<file path="src/rtl/mul_seq.sv">
// Sequential RV32M multiplier on the PCPI interface: one carry-save shift-and-add
// step per clock over a 64-bit accumulator, with the carries resolved in a final cycle.
module mul_seq #(
  parameter int CARRY_CHAIN = 4
) (
  input  logic        clk,
  input  logic        reset,
  input  logic        pcpi_valid,
  input  logic [31:0] pcpi_insn,
  input  logic [31:0] pcpi_rs1,
  input  logic [31:0] pcpi_rs2,
  output logic        pcpi_wr,
  output logic [31:0] pcpi_rd,
  output logic        pcpi_wait,
  output logic        pcpi_ready
);
  localparam int SEGW = (CARRY_CHAIN == 0) ? 64 : CARRY_CHAIN;
  localparam int NSEG = 64 / SEGW;

  typedef enum logic [1:0] {IDLE, RUN, RESOLVE} state_t;

  state_t      state_reg, state_next;
  logic [63:0] rs1_reg, rs1_next;
  logic [63:0] rs2_reg, rs2_next;
  logic [63:0] rd_reg, rd_next;
  logic [63:0] rdx_reg, rdx_next;
  logic [6:0]  cnt_reg, cnt_next;
  logic        is_mul_reg, is_mul_next;
  logic [31:0] out_reg, out_next;
  logic        ready_reg, ready_next;
  logic        wait_reg, wait_next;

  logic [2:0]  funct3;
  logic        insn_mul;
  logic [63:0] this_rs2;
  logic [63:0] step_rd;
  logic [63:0] step_rdt;
  logic [63:0] sum;
  logic        unused_insn;

  assign funct3      = pcpi_insn[14:12];
  assign insn_mul    = (pcpi_insn[6:0] == 7'b0110011) && (pcpi_insn[31:25] == 7'b0000001) && !funct3[2];
  assign unused_insn = ^{pcpi_insn[24:15], pcpi_insn[11:7]};

  assign this_rs2 = rs1_reg[0] ? rs2_reg : 64'd0;
  assign sum      = rd_reg + rdx_reg;

  generate
    if (CARRY_CHAIN == 0) begin : g_ripple
      assign step_rd  = rd_reg + rdx_reg + this_rs2;
      assign step_rdt = 64'd0;
    end else begin : g_csa
      // rdx carries at most one set bit per segment (its LSB), so a segment sum
      // never needs more than one carry-out bit.
      for (genvar gi = 0; gi < NSEG; gi++) begin : g_seg
        logic [SEGW:0] seg_sum;
        assign seg_sum = {1'b0, rd_reg[gi*SEGW +: SEGW]}
                       + {1'b0, rdx_reg[gi*SEGW +: SEGW]}
                       + {1'b0, this_rs2[gi*SEGW +: SEGW]};
        assign step_rd[gi*SEGW +: SEGW]  = seg_sum[SEGW-1:0];
        assign step_rdt[gi*SEGW +: SEGW] = SEGW'(seg_sum[SEGW]) << (SEGW - 1);
      end
    end
  endgenerate

  always_comb begin
    state_next  = state_reg;
    rs1_next    = rs1_reg;
    rs2_next    = rs2_reg;
    rd_next     = rd_reg;
    rdx_next    = rdx_reg;
    cnt_next    = cnt_reg;
    is_mul_next = is_mul_reg;
    out_next    = out_reg;
    ready_next  = 1'b0;
    wait_next   = wait_reg;
    case (state_reg)
      IDLE: begin
        wait_next = 1'b0;
        // The ready cycle is spent in IDLE; the still-asserted request must not restart.
        if (pcpi_valid && insn_mul && !ready_reg) begin
          state_next  = RUN;
          wait_next   = 1'b1;
          rs1_next    = {{32{pcpi_rs1[31] & ((funct3 == 3'b001) || (funct3 == 3'b010))}}, pcpi_rs1};
          rs2_next    = {{32{pcpi_rs2[31] & (funct3 == 3'b001)}}, pcpi_rs2};
          rd_next     = 64'd0;
          rdx_next    = 64'd0;
          is_mul_next = (funct3 == 3'b000);
          cnt_next    = (funct3 == 3'b000) ? 7'd32 : 7'd64;
        end
      end
      RUN: begin
        if (!pcpi_valid) begin
          state_next = IDLE;
          wait_next  = 1'b0;
        end else if (cnt_reg != 7'd0) begin
          rd_next  = step_rd;
          rdx_next = step_rdt << 1;
          rs1_next = rs1_reg >> 1;
          rs2_next = rs2_reg << 1;
          cnt_next = cnt_reg - 7'd1;
        end else begin
          state_next = RESOLVE;
        end
      end
      RESOLVE: begin
        state_next = IDLE;
        if (!pcpi_valid) begin
          wait_next = 1'b0;
        end else begin
          ready_next = 1'b1;
          out_next   = is_mul_reg ? sum[31:0] : sum[63:32];
        end
      end
      default: state_next = IDLE;
    endcase
  end

  always_ff @(posedge clk) begin
    if (reset) begin
      state_reg  <= IDLE;
      rs1_reg    <= 64'd0;
      rs2_reg    <= 64'd0;
      rd_reg     <= 64'd0;
      rdx_reg    <= 64'd0;
      cnt_reg    <= 7'd0;
      is_mul_reg <= 1'b0;
      out_reg    <= 32'd0;
      ready_reg  <= 1'b0;
      wait_reg   <= 1'b0;
    end else begin
      state_reg  <= state_next;
      rs1_reg    <= rs1_next;
      rs2_reg    <= rs2_next;
      rd_reg     <= rd_next;
      rdx_reg    <= rdx_next;
      cnt_reg    <= cnt_next;
      is_mul_reg <= is_mul_next;
      out_reg    <= out_next;
      ready_reg  <= ready_next;
      wait_reg   <= wait_next;
    end
  end

  assign pcpi_wr    = ready_reg;
  assign pcpi_ready = ready_reg;
  assign pcpi_wait  = wait_reg;
  assign pcpi_rd    = out_reg;
endmodule

</file>
<file path="config.mk">
export PLATFORM = sky130hd
export DESIGN_NAME = mul_seq
export DESIGN_NICKNAME = d
export VERILOG_FILES = /design/src/rtl/mul_seq.sv
export SDC_FILE = /design/constraint.sdc
export NUM_CORES = 1
export LEC_CHECK = 0
export ABC_AREA = 1
export BUFFER_PORTS_ARGS = -buffer_cell sky130_fd_sc_hd__buf_2
export CAP_MARGIN = 0
export CELL_PAD_IN_SITES_DETAIL_PLACEMENT = 0
export CELL_PAD_IN_SITES_GLOBAL_PLACEMENT = 2
export CORE_MARGIN = 8
export CORE_UTILIZATION = 37
export CTS_CLUSTER_SIZE = 8
export DETAILED_ROUTE_END_ITERATION = 8
export PLACE_DENSITY = 0.91
export SLEW_MARGIN = 20
export SYNTH_ARGS = -nofsm -noshare
export SYNTH_HDL_FRONTEND = slang
export SYNTH_SLANG_ARGS = --single-unit
</file>
<file path="constraint.sdc">
create_clock -name clk -period 4.7 [get_ports clk]
set_input_delay 0.705 -clock clk [delete_from_list [all_inputs] [get_ports clk]]
set_output_delay 0.705 -clock clk [all_outputs]
set_load 0.02 [all_outputs]
</file>
# ---- After elaboration in Yosys (flattened, before gate mapping)
# Index checks and enable logic that the tools add are counted.
dict set report totals {
  register_bits 300
  wordCells 107
  memories 0
  output_inout_bits 35
  mem_bits_ro 0
  mem_bits_rw 0
  latch_bits 0
}
dict set report classes {
  magnitude_cmp 0
  muxes 30
  eq_ne 11
  n_bitwise 3
  reduce_logical 19
  n_addsub 34
  n_shift 0
  n_mul 0
  div_mod_pow 0
}
# cell n
set ops {}
lappend ops {{$mux 64} 12}
lappend ops {{$pmux 64 s2} 4}
lappend ops {{$add 4x4->5} 15}
lappend ops {{$add 5x4->5} 15}
lappend ops {{$add 64x64->64} 1}
lappend ops {{$mux 32} 1}
lappend ops {{$mux 7} 4}
lappend ops {{$pmux 7 s2} 1}
lappend ops {{$add 4x4->4} 2}
lappend ops {{$ne 2x2->1 const B} 4}
lappend ops {{$reduce_and 2->1} 4}
lappend ops {{$eq 7x1->1 const B} 1}
lappend ops {{$eq 7x6->1 const B} 1}
lappend ops {{$reduce_bool 7->1} 1}
lappend ops {{$sub 7x1->7 const B} 1}
lappend ops {{$mux 2} 3}
lappend ops {{$logic_and 1x1->1} 4}
lappend ops {{$pmux 2 s2} 1}
lappend ops {{$reduce_and 4->1} 1}
lappend ops {{$reduce_bool 2->1} 2}
lappend ops {{$reduce_or 2->1} 2}
lappend ops {{$eq 3x1->1 const B} 1}
lappend ops {{$eq 3x2->1 const B} 1}
lappend ops {{$logic_not 3->1} 1}
lappend ops {{other kinds (10)} 14}

# ---- Longest topological paths before layout
# Gate-level depths: netlist of the first run.
dict set report logic_depth {
  ltp_word 7
  depth_mapped 14
  depth_no_buf 14
}

# ---- Worst setup path after synthesis of the first run
# No wires, ideal clock.
dict set report synth_timing {
  path_type {flip-flop to flip-flop}
  startpoint {register rs1_reg[0]}
  endpoint {register rd_reg[30]}
  period_less_slack_ns 2.248
  setup_ns 0.123
  path_buffers 2
  arrival_time_ns 2.125
  path_slack_ns 2.452
  stages_incl_launch_ff 10
  required_time_ns 4.577
  path_cell_list {dfxtp_1 -> clkbuf_1 -> clkbuf_1 -> nand2_1 -> fa_1 -> fa_1 -> o21ai_0 -> a21oi_1 -> o21ai_0 -> a21oi_1}
}
dict set report synth_via {
  elab_chain_len 5
}
# element line
set synth_rtl {}
lappend synth_rtl {{start: declaration} 23} ;# logic [63:0] rs1_reg, rs1_next;
lappend synth_rtl {{start signal: assignment} 133} ;# rs1_reg <= rs1_next;
lappend synth_rtl {{$mux 64} 45} ;# assign this_rs2 = rs1_reg[0] ? rs2_reg : 64'd0;
lappend synth_rtl {{$add 5x4->5} 59} ;# + {1'b0, this_rs2[gi*SEGW +: SEGW]};
lappend synth_rtl {{$mux 64} 96} ;# end else if (cnt_reg != 7'd0) begin
lappend synth_rtl {{$mux 64} 93} ;# if (!pcpi_valid) begin
lappend synth_rtl {{$pmux 64 s2} 77} ;# case (state_reg)
lappend synth_rtl {{end signal: assignment} 135} ;# rd_reg <= rd_next;
lappend synth_rtl {{end: declaration} 25} ;# logic [63:0] rd_reg, rd_next;
# Every way passes these cells. The select of a mux whose other input is x is not followed.
# A chain may end at the register's enable or synchronous reset.

# ---- Worst setup path after layout of the first run
dict set report layout_timing {
  startpoint {register state_reg[1]}
  endpoint {register rs1_reg[52]}
}
dict set report layout_via {
  elab_chain_len 3
  elab_cells_between_ends 8
}
# element line
set layout_rtl {}
lappend layout_rtl {{start: declaration} 22} ;# state_t state_reg, state_next;
lappend layout_rtl {{start signal: assignment} 132} ;# state_reg <= state_next;
lappend layout_rtl {{$eq 2x1->1 or $logic_not 2->1 (tied branches)} 77}
lappend layout_rtl {{$ne 2x2->1 (no line) or $reduce_bool 2->1 (tied branches)} -}
lappend layout_rtl {{$reduce_and 4->1 (no line)} -}
# Parallel ways exist; a longest one is shown, timed or not.

==> results of run 1 <==
## synthesized netlist by cell type (2+ instances only)
library cell,n
buf_6,29
o21bai_1,6
o211a_1,95
nand2_2,9
nor2_1,234
o21ai_2,11
and2_1,4
nand3b_1,3
clkinv_1,2
nor3_1,20
a21o_1,3
dfxtp_1,251
buf_8,2
xnor2_1,3
ha_1,69
inv_1,300
nor2_2,6
nand3_2,2
buf_2,21
buf_1,4
o21ai_0,181
buf_4,4
o21ai_1,16
inv_2,3
a21boi_0,2
nand3_1,207
clkbuf_1,59
o21a_1,13
a21oi_2,11
a21oi_1,182
fa_1,31
xor2_1,20
nand2_1,684
nand4_1,15
## per-stage QoR
stage | power, mW | worst slack (ns) | utilization, %
final | 4.70 | 1.39 | 41.2
after detailed placement | 2.32 | 1.19 | 39.0
after global routing | 4.87 | 1.00 | 41.2
after floorplan | 2.26 | 2.45 | -
after CTS | 4.78 | 1.36 | 41.2
after global placement | 2.32 | 1.21 | 39.0
## cell type report
class,instances,area (um2),share of cell area (%)
sequential,251,5030,27.1
clock buffer,40,958,5.17
inverter,306,1160,6.27
multi-input combinational,1835,9850,53.2
timing repair buffer,134,736,3.97
clock inverter,3,41.3,0.223
tap,600,751,4.05
## how the worst max path moves through the flow
stage,slack (ns),end,cells past startpoint,startpoint
6_report,1.39,rs1_reg[52]$_SDFFE_PP0P_,9,state_reg[1]$_SDFFE_PP0P_
5_1_grt,1.00,rs1_reg[52]$_SDFFE_PP0P_,9,state_reg[1]$_SDFFE_PP0P_
4_1_cts,1.36,rs1_reg[52]$_SDFFE_PP0P_,9,state_reg[1]$_SDFFE_PP0P_
3_5_place_dp,1.19,rs1_reg[52]$_SDFFE_PP0P_,9,pcpi_insn[6]
3_3_place_gp,1.21,rs1_reg[32]$_SDFFE_PP0P_,10,pcpi_insn[29]
2_1_floorplan,2.45,rd_reg[30]$_SDFFE_PP0P_,9,rs1_reg[0]$_SDFFE_PP0P_
## per-layer routing
metal | vias to the layer above | track usage (%)
li1 | 8257 | -
met1 | 7667 | 28.3
met2 | 415 | 31.2
met3 | 74 | 3.57
met4 | 2 | 6.34
met5 | - | 0
## critical path, cell delays in order, from the launching register on
cell and delay (ns):
dfxtp_1 0.33, inv_1 0.09, ha_4 0.24, buf_4 0.31
o21ai_2 0.22, nand2_4 0.29, inv_8 0.51, nand2_1 0.73
a21oi_1 0.34, nor2_1 0.06
## where the power goes
part / internal (mW) / switching (mW) / total (mW)
combinational: 0.0489 / 0.0846 / 0.133
sequential: 2.14 / 0.00645 / 2.14
clock: 1.43 / 0.988 / 2.42
## logic make-up after synthesis
kind of cell | count (synthesis) | synth area share [%]
AO/OA/AOI/OAI | 522 | 19.4
XOR/XNOR | 23 | 1.20
adder cells (fa/ha/maj) | 100 | 8.87
buffers and inverters | 426 | 11.3
flip-flops | 251 | 30.0
AND/OR/NAND/NOR | 1190 | 29.3
==> impl_metrics.env, run 1 <==
export IMPL_outcome="completed"
export IMPL_synth_top_area_share_pct=30.0
export IMPL_hp_start="pcpi_rs2[0]"
export IMPL_drive_gt1_share_pct=8.91
export IMPL_cts_resized=0
export IMPL_holdWs_ns=0.437
export IMPL_num_rows=78
export IMPL_hp_class="in -> reg"
export IMPL_root_buffer="clkbuf_16"
export IMPL_holdPathStages=3
export IMPL_async_flop_share_pct=0
export IMPL_drtPass1Iterations=5
export IMPL_dp_cells=3126
export IMPL_rsz0062_at_grt="no"
export IMPL_numPortBuffers=118
export IMPL_first_global_vias=15400
export IMPL_setup_tns_ns=0
export IMPL_final_cell_mix="nand2_1 (684), inv_1 (299), dfxtp_1 (250)"
export IMPL_diodes=0
export IMPL_met1_length_um=26500
export IMPL_wl_um=54300
export IMPL_cts_setup_buffers=0
export IMPL_yosysTopAreaCell="dfxtp_1"
export IMPL_r2r_cells=9
export IMPL_synth_area_leaders="dfxtp_1 (30%), nand2_1 (15%), inv_1 (6.7%)"
export IMPL_cts_sinks=251
export IMPL_fin_crit_sh_pct=70.5
export IMPL_wl_met2_um=23400
export IMPL_track_usage_pct=20.2
export IMPL_overflow=0
export IMPL_fmax_mhz=302
export IMPL_place_congestion=0.938
export IMPL_htreeDepth=2
export IMPL_max_cap_violations=0
export IMPL_tritoncts="built"
export IMPL_cp_required_ns=5.13
export IMPL_core_area_mm2=0.0450
export IMPL_clock_skew_ns=0.0107
export IMPL_finalMaxSlewViolations=0
export IMPL_cts_made_buffers=37
export IMPL_grt_max_degree=145
export IMPL_rr_startpoint="state_reg[1]$_SDFFE_PP0P_"
export IMPL_wl_met3_um=3070
export IMPL_place_area_mm2=0.0175
export IMPL_powerDensity_mw_per_mm2=254
export IMPL_hold_viol_final=0
export IMPL_synthesis_area_mm2=0.0167
export IMPL_post_dp_hpwl_um=40900
export IMPL_final_cells=3169
export IMPL_areaGrowthSynthToFinish_pct=10.7
export IMPL_setup_viol=0
export IMPL_dieHeight_um=229
export IMPL_fin_nets=2764
export IMPL_ctsHoldBuffers=0
export IMPL_clockBufferDepth=3
export IMPL_yosys_most_used_dff="dfxtp_1"
export IMPL_critPathCaptureType="flip-flop"
export IMPL_min_period_ns=3.31
export IMPL_boundaryPins=134
export IMPL_syn_area_per_cell_um2=6.66
export IMPL_wire_per_inst_um=17.1
export IMPL_antenna_found_initial=2
export IMPL_final_cell_area_mm2=0.0185
export IMPL_routed_top_layer="met5"
export IMPL_vias=16400
export IMPL_first_iter_violations=1084
export IMPL_hold_end="rs2_reg[0]$_SDFFE_PP0P_"
export IMPL_antenna_left=0
export IMPL_synth_seq_cells=251
export IMPL_drc=0
export IMPL_filler_cell_count=4831
export IMPL_ys_types=44
export IMPL_netlist_instances=2512
export IMPL_die_w_um=229
export IMPL_path_class="reg -> reg"
export IMPL_worst_ep_arrival_time_ns=3.74
export IMPL_clock_insertion_delay_worst_skew_ns=0.55
export IMPL_r2r_slack_ns=1.39
export IMPL_grt_pass1_wl_um=85600
export IMPL_ys_seq_area_share_pct=30.0
export IMPL_layout_commonest_cell="nand2_1"
export IMPL_worst_slew_pin_slew_ns=1.03
export IMPL_viasPerCell=5.18
export IMPL_start_kind="flip-flop"
export IMPL_synth_edf_count=0
export IMPL_relSlewSlack_pct=31.1
export IMPL_clk_pin_slew_ns=0.05
export IMPL_path_max_fanout=99
export IMPL_initial_core_util_pct=37.2
export IMPL_reg2reg_to="rs1_reg[52]$_SDFFE_PP0P_"
export IMPL_ir_drop_v=0.000192
export IMPL_syn_num_nets=2711
export IMPL_leakagePower_nw=9.12
export IMPL_yosysWarningCount=0
export IMPL_die_area_mm2=0.0523
No activity file was read; power rests on OpenSTA's default activity.
==> inputs of run 2 (changes only) <==
- CORE_UTILIZATION: 37 -> 31
- PLACE_DENSITY: 0.91 -> 0.82
- clock period: 4.7 -> 3 ns (I/O delays scaled with it)
==> run 2 against run 1 <==
Compared with the run above:
- sequential share of layout area decreased by 0.45 points
- combinational power increased by 62%
- final cell count increased by 3.4%
- clock power increased by 64%
- count of clock-buffer cells in the layout increased by 3
- die area increased by 18%
- via count about the same
- first-iteration DRC count increased by 12%
- power increased by 60%
- critical path depth increased by 1
- maximum frequency increased by 34%
- cell area increased by 1.7%
==> impl_metrics.env, run 2 (synthesized netlist as in run 1, its figures left out) <==
export IMPL_core_area_mm2=0.0536
export IMPL_numPortBuffers=118
export IMPL_viasPerCell=5.01
export IMPL_wire_per_inst_um=17.0
export IMPL_ctsHoldBuffers=0
export IMPL_grt_max_degree=88
export IMPL_htreeDepth=2
export IMPL_max_cap_violations=0
export IMPL_hp_class="in -> reg"
export IMPL_setup_viol=0
export IMPL_holdWs_ns=0.193
export IMPL_relSlewSlack_pct=46.4
export IMPL_place_congestion=0.922
export IMPL_outcome="completed"
export IMPL_first_global_vias=15700
export IMPL_wl_um=55800
export IMPL_leakagePower_nw=9.21
export IMPL_holdPathStages=3
export IMPL_hold_viol_final=0
export IMPL_fin_nets=2774
export IMPL_antenna_left=0
export IMPL_overflow=0
export IMPL_dieHeight_um=248
export IMPL_path_class="reg -> reg"
export IMPL_cts_made_buffers=38
export IMPL_first_iter_violations=1218
export IMPL_setup_tns_ns=0
export IMPL_num_rows=85
export IMPL_track_usage_pct=18.0
export IMPL_r2r_cells=10
export IMPL_fmax_mhz=404
export IMPL_tritoncts="built"
export IMPL_critPathCaptureType="flip-flop"
export IMPL_diodes=0
export IMPL_grt_pass1_wl_um=87600
export IMPL_clock_insertion_delay_worst_skew_ns=0.56
export IMPL_layout_commonest_cell="nand2_1"
export IMPL_start_kind="flip-flop"
export IMPL_post_dp_hpwl_um=41600
export IMPL_crit_start="rd_reg[28]$_SDFFE_PP0P_"
export IMPL_antenna_found_initial=0
export IMPL_ir_drop_v=0.000330
export IMPL_finalMaxSlewViolations=0
export IMPL_powerDensity_mw_per_mm2=400
export IMPL_min_period_ns=2.48
export IMPL_worst_slew_pin_slew_ns=0.804
export IMPL_root_buffer="clkbuf_16"
export IMPL_path_max_fanout=5
export IMPL_clockBufferDepth=3
export IMPL_initial_core_util_pct=31.2
export IMPL_drc=0
export IMPL_boundaryPins=134
export IMPL_clk_pin_slew_ns=0.05
export IMPL_die_area_mm2=0.0617
export IMPL_vias=16400
export IMPL_areaGrowthSynthToFinish_pct=12.5
export IMPL_drive_gt1_share_pct=9.26
export IMPL_worst_ep_arrival_time_ns=2.88
export IMPL_final_cell_mix="nand2_1 (684), inv_1 (300), dfxtp_1 (250)"
export IMPL_fin_crit_sh_pct=82.5
export IMPL_drtPass1Iterations=5
export IMPL_cts_setup_buffers=0
export IMPL_cts_resized=0
export IMPL_hp_start="pcpi_rs2[0]"
export IMPL_cp_required_ns=3.40
export IMPL_die_w_um=248
export IMPL_cts_sinks=251
export IMPL_rsz0062_at_grt="no"
export IMPL_rr_startpoint="rd_reg[28]$_SDFFE_PP0P_"
export IMPL_clock_skew_ns=0.0253
[run 2: cell types whose count changed in the layout (fill, tap and decap cells not counted), sizes merged]
cell,delta
buf,+9
clkbuf,+3
bufinv,+1
[run 2: stage by stage]
step                instance area, um2  utilization (%)  total power [mW]  instances  setup slack, ns
global placement                 17800             33.2              3.64       3231            0.639
CTS                              18800             35.1              7.70       3278            0.609
detailed placement               17800             33.2              3.65       3231            0.600
finish                           18800             35.1              7.54       3278            0.524
global route                     18800             35.1              7.85       3278            0.377
floorplan                        16700                -              3.54       2512            0.752
[run 2: area by class of cell]
type                       count  area (um2)
fill                        5952       34800
multi-input combinational   1835        9850
sequential                   251        5030
inverter                     306        1160
clock buffer                  43         980
timing repair buffer         143         878
tap                          696         871
clock inverter                 4        71.3
[run 2: worst max-delay path: stages (launching register included)]
cell and delay, ns:
dfxtp_1 0.33, ha_1 0.49, nand2_1 0.14, nor2_1 0.24, nand2_1 0.21, nor3_1 0.31
nand2_1 0.13, nand3_1 0.08, nand3_1 0.08, nand2_1 0.22, a21oi_1 0.10
[run 2: power by group]
part	total (mW)	internal (mW)	switching (mW)
Combinational	0.216	0.0816	0.134
Clock	3.96	2.38	1.59
Sequential	3.36	3.35	0.00988
[run 2: final timing paths]
| check | to | slack (ns) |
|---|---|---|
| hold / removal | rs2_reg[0]$_SDFFE_PP0P_ | 0.19 |
| setup reg to reg | pcpi_rd[5]$_SDFFE_PP0P_ | 0.52 |
| setup / recovery | pcpi_rd[5]$_SDFFE_PP0P_ | 0.52 |
| hold reg to reg | rs2_reg[45]$_SDFFE_PP0P_ | 0.46 |
[run 2: per-layer routing]
| layer | vias to the layer above | share of wire (%) | track usage (%) |
|---|---|---|---|
| li1 | 8267 | - | - |
| met1 | 7676 | 48 | 25.4 |
| met2 | 420 | 44 | 28.2 |
| met3 | 58 | 6.2 | 3.09 |
| met4 | 0 | 1.6 | 4.24 |
| met5 | - | 0 | 0 |
==> inputs of run 3 (changes only) <==
- CORE_UTILIZATION: 31 -> 34
- PLACE_DENSITY: 0.82 -> 0.85
- clock period: 3 -> 2.5 ns (I/O delays scaled with it)
==> run 3 against run 2 <==
Compared with the run above:
- via count grew 0.93%
- global-route usage is 1.6 points higher
- critical path depth rose by 4
- sequential share of layout area decreased by 0.38 points
- sequential power rose by 20%
- utilization rose by 4.1 points
- largest cell class unchanged
==> impl_metrics.env, run 3 (synthesized netlist as in run 1, its figures left out) <==
export IMPL_outcome="completed"
export IMPL_rr_startpoint="rd_reg[12]$_SDFFE_PP0P_"
export IMPL_tritoncts="built"
export IMPL_clk_pin_slew_ns=0.06
export IMPL_cts_resized=0
export IMPL_final_cells=3278
export IMPL_holdPathStages=3
export IMPL_diodes=0
export IMPL_layout_commonest_cell="nand2_1"
export IMPL_cp_slowest_stage_delay_ns=0.44
export IMPL_fmax_mhz=429
export IMPL_switchingPower_mw=2.11
export IMPL_cts_sinks=251
export IMPL_critPathCaptureType="flip-flop"
export IMPL_track_usage_pct=19.5
export IMPL_die_w_um=238
export IMPL_dieHeight_um=238
export IMPL_r2r_slack_ns=0.17
export IMPL_post_dp_hpwl_um=42600
export IMPL_dp_cells=3232
export IMPL_hold_viol_final=0
export IMPL_boundaryPins=134
export IMPL_overflow=0
export IMPL_final_core_util_pct=39.2
export IMPL_cp_required_ns=2.94
export IMPL_setup_ws_ns=0.169
export IMPL_seq_power_share_pct=44.1
export IMPL_ir_drop_v=0.000403
export IMPL_vias=16600
export IMPL_p_clk_share_pct=53.0
export IMPL_root_buffer="clkbuf_16"
export IMPL_antenna_found_initial=1
export IMPL_max_cap_violations=0
export IMPL_num_rows=81
export IMPL_min_period_ns=2.33
export IMPL_path_max_fanout=3
export IMPL_grt_pass1_wl_um=88700
export IMPL_final_cell_area_mm2=0.0191
export IMPL_place_congestion=0.949
export IMPL_cts_setup_buffers=0
export IMPL_swShare_pct=23.1
export IMPL_reg2reg_to="pcpi_rd[25]$_SDFFE_PP0P_"
export IMPL_r2r_cells=14
export IMPL_areaGrowthSynthToFinish_pct=14.2
export IMPL_cts_made_buffers=38
export IMPL_fin_nets=2807
export IMPL_die_area_mm2=0.0566
export IMPL_final_cell_mix="nand2_1 (684), inv_1 (300), dfxtp_1 (250)"
export IMPL_wire_per_inst_um=17.1
export IMPL_antenna_left=0
export IMPL_grt_max_degree=78
export IMPL_htreeDepth=2
export IMPL_p_int_mw=7.03
export IMPL_wl_um=56000
export IMPL_clock_insertion_delay_worst_skew_ns=0.57
export IMPL_ctsHoldBuffers=0
export IMPL_place_area_mm2=0.0180
export IMPL_path_class="reg -> reg"
export IMPL_worst_slew_pin_slew_ns=0.815
export IMPL_hp_start="pcpi_rs2[0]"
export IMPL_first_iter_violations=1142
export IMPL_drc=0
export IMPL_first_global_vias=16100
export IMPL_clockBufferDepth=3
export IMPL_path_common_cell="nand2_1"
export IMPL_path_cells="ha_1 > nand2_1 > inv_1 > nand2_1 > nor2_1 > nand2_1 > nand2_2 > nand2_1 > nand2_1 > nand2_1 > nand3_1 > nand2_1 > inv_1 > a21oi_1"
export IMPL_setup_tns_ns=0
export IMPL_relSlewSlack_pct=45.7
export IMPL_dpl_worst_slack_ns=0.219
export IMPL_drtPass1Iterations=5
export IMPL_holdWs_ns=0.0907
export IMPL_viasPerCell=5.06
export IMPL_finalPower_mw=9.15
export IMPL_numPortBuffers=118
export IMPL_powerDensity_mw_per_mm2=479
export IMPL_comb_power_share_pct=2.9
export IMPL_fin_crit_sh_pct=93.3
export IMPL_clock_skew_ns=0.0311
export IMPL_setup_viol=0
export IMPL_slowest_stage="ha_1"
export IMPL_start_kind="flip-flop"
export IMPL_drive_gt1_share_pct=10.5
export IMPL_finalMaxSlewViolations=0
export IMPL_worst_ep_arrival_time_ns=2.77
export IMPL_initial_core_util_pct=34.3
export IMPL_leakagePower_nw=9.41
export IMPL_rsz0062_at_grt="no"
export IMPL_core_area_mm2=0.0487
export IMPL_hold_end="rs2_reg[0]$_SDFFE_PP0P_"
export IMPL_hp_class="in -> reg"
[run 3: changes by cell type in the layout (fill, tap and decap cells not counted)]
| cell | previous run | this run |
|---|---|---|
| nor2_4 | 0 | 1 |
| clkinv_8 | 1 | 0 |
| nor2_2 | 6 | 5 |
| clkinv_16 | 0 | 1 |
| buf_4 | 17 | 48 |
| clkbuf_8 | 1 | 3 |
| clkbuf_1 | 4 | 0 |
| buf_12 | 8 | 10 |
| inv_6 | 1 | 2 |
[run 3: worst max path at each step]
stage / start / end / slack (ns)
floorplan: rs1_reg[0]$_SDFFE_PP0P_ / rd_reg[30]$_SDFFE_PP0P_ / 0.25
global placement: rd_reg[12]$_SDFFE_PP0P_ / pcpi_rd[29]$_SDFFE_PP0P_ / 0.24
detailed placement: rdx_reg[4]$_SDFFE_PP0P_ / pcpi_rd[4]$_SDFFE_PP0P_ / 0.22
CTS: rs1_reg[0]$_SDFFE_PP0P_ / rd_reg[46]$_SDFFE_PP0P_ / 0.23
global route: rd_reg[44]$_SDFFE_PP0P_ / pcpi_rd[26]$_SDFFE_PP0P_ / 0.01
finish: rd_reg[12]$_SDFFE_PP0P_ / pcpi_rd[25]$_SDFFE_PP0P_ / 0.17
[run 3: metal layers]
layer	wire length, um	track usage [%]	vias up
met3	2860	3.24	85
li1	-	-	8336
met5	13	0	-
met2	23900	30.4	391
met1	27700	27.2	7760
met4	1610	6.48	2
[run 3: critical path: cells and delay by family, from the launching register on]
kind | cells | cell delay, ns
AOI/OAI and AO/OA | 1 | 0.07
adders and majority gates | 1 | 0.44
buffers and inverters | 2 | 0.24
DFF | 1 | 0.32
and+or+nand+nor | 10 | 1.14
[run 3: final cells by class]
class | count | area [um2]
clock buffers | 41 | 992
repair buffers | 176 | 1150
inverters | 306 | 1160
flip-flops and latches | 251 | 5030
multi-input cells | 1835 | 9850
clock inverters | 5 | 93.8
fillers | 5284 | 29600
well taps | 664 | 831
[run 3: power by group through the flow]
stage                     Sequential [mW]  Combinational, mW  Clock [mW]
final                                4.03              0.268        4.85
after global routing                 4.03              0.301        5.16
after CTS                            4.03              0.272        5.00
after detailed placement             4.11              0.271           0
after global placement               4.11              0.266           0
after floorplan                      4.11              0.138           0
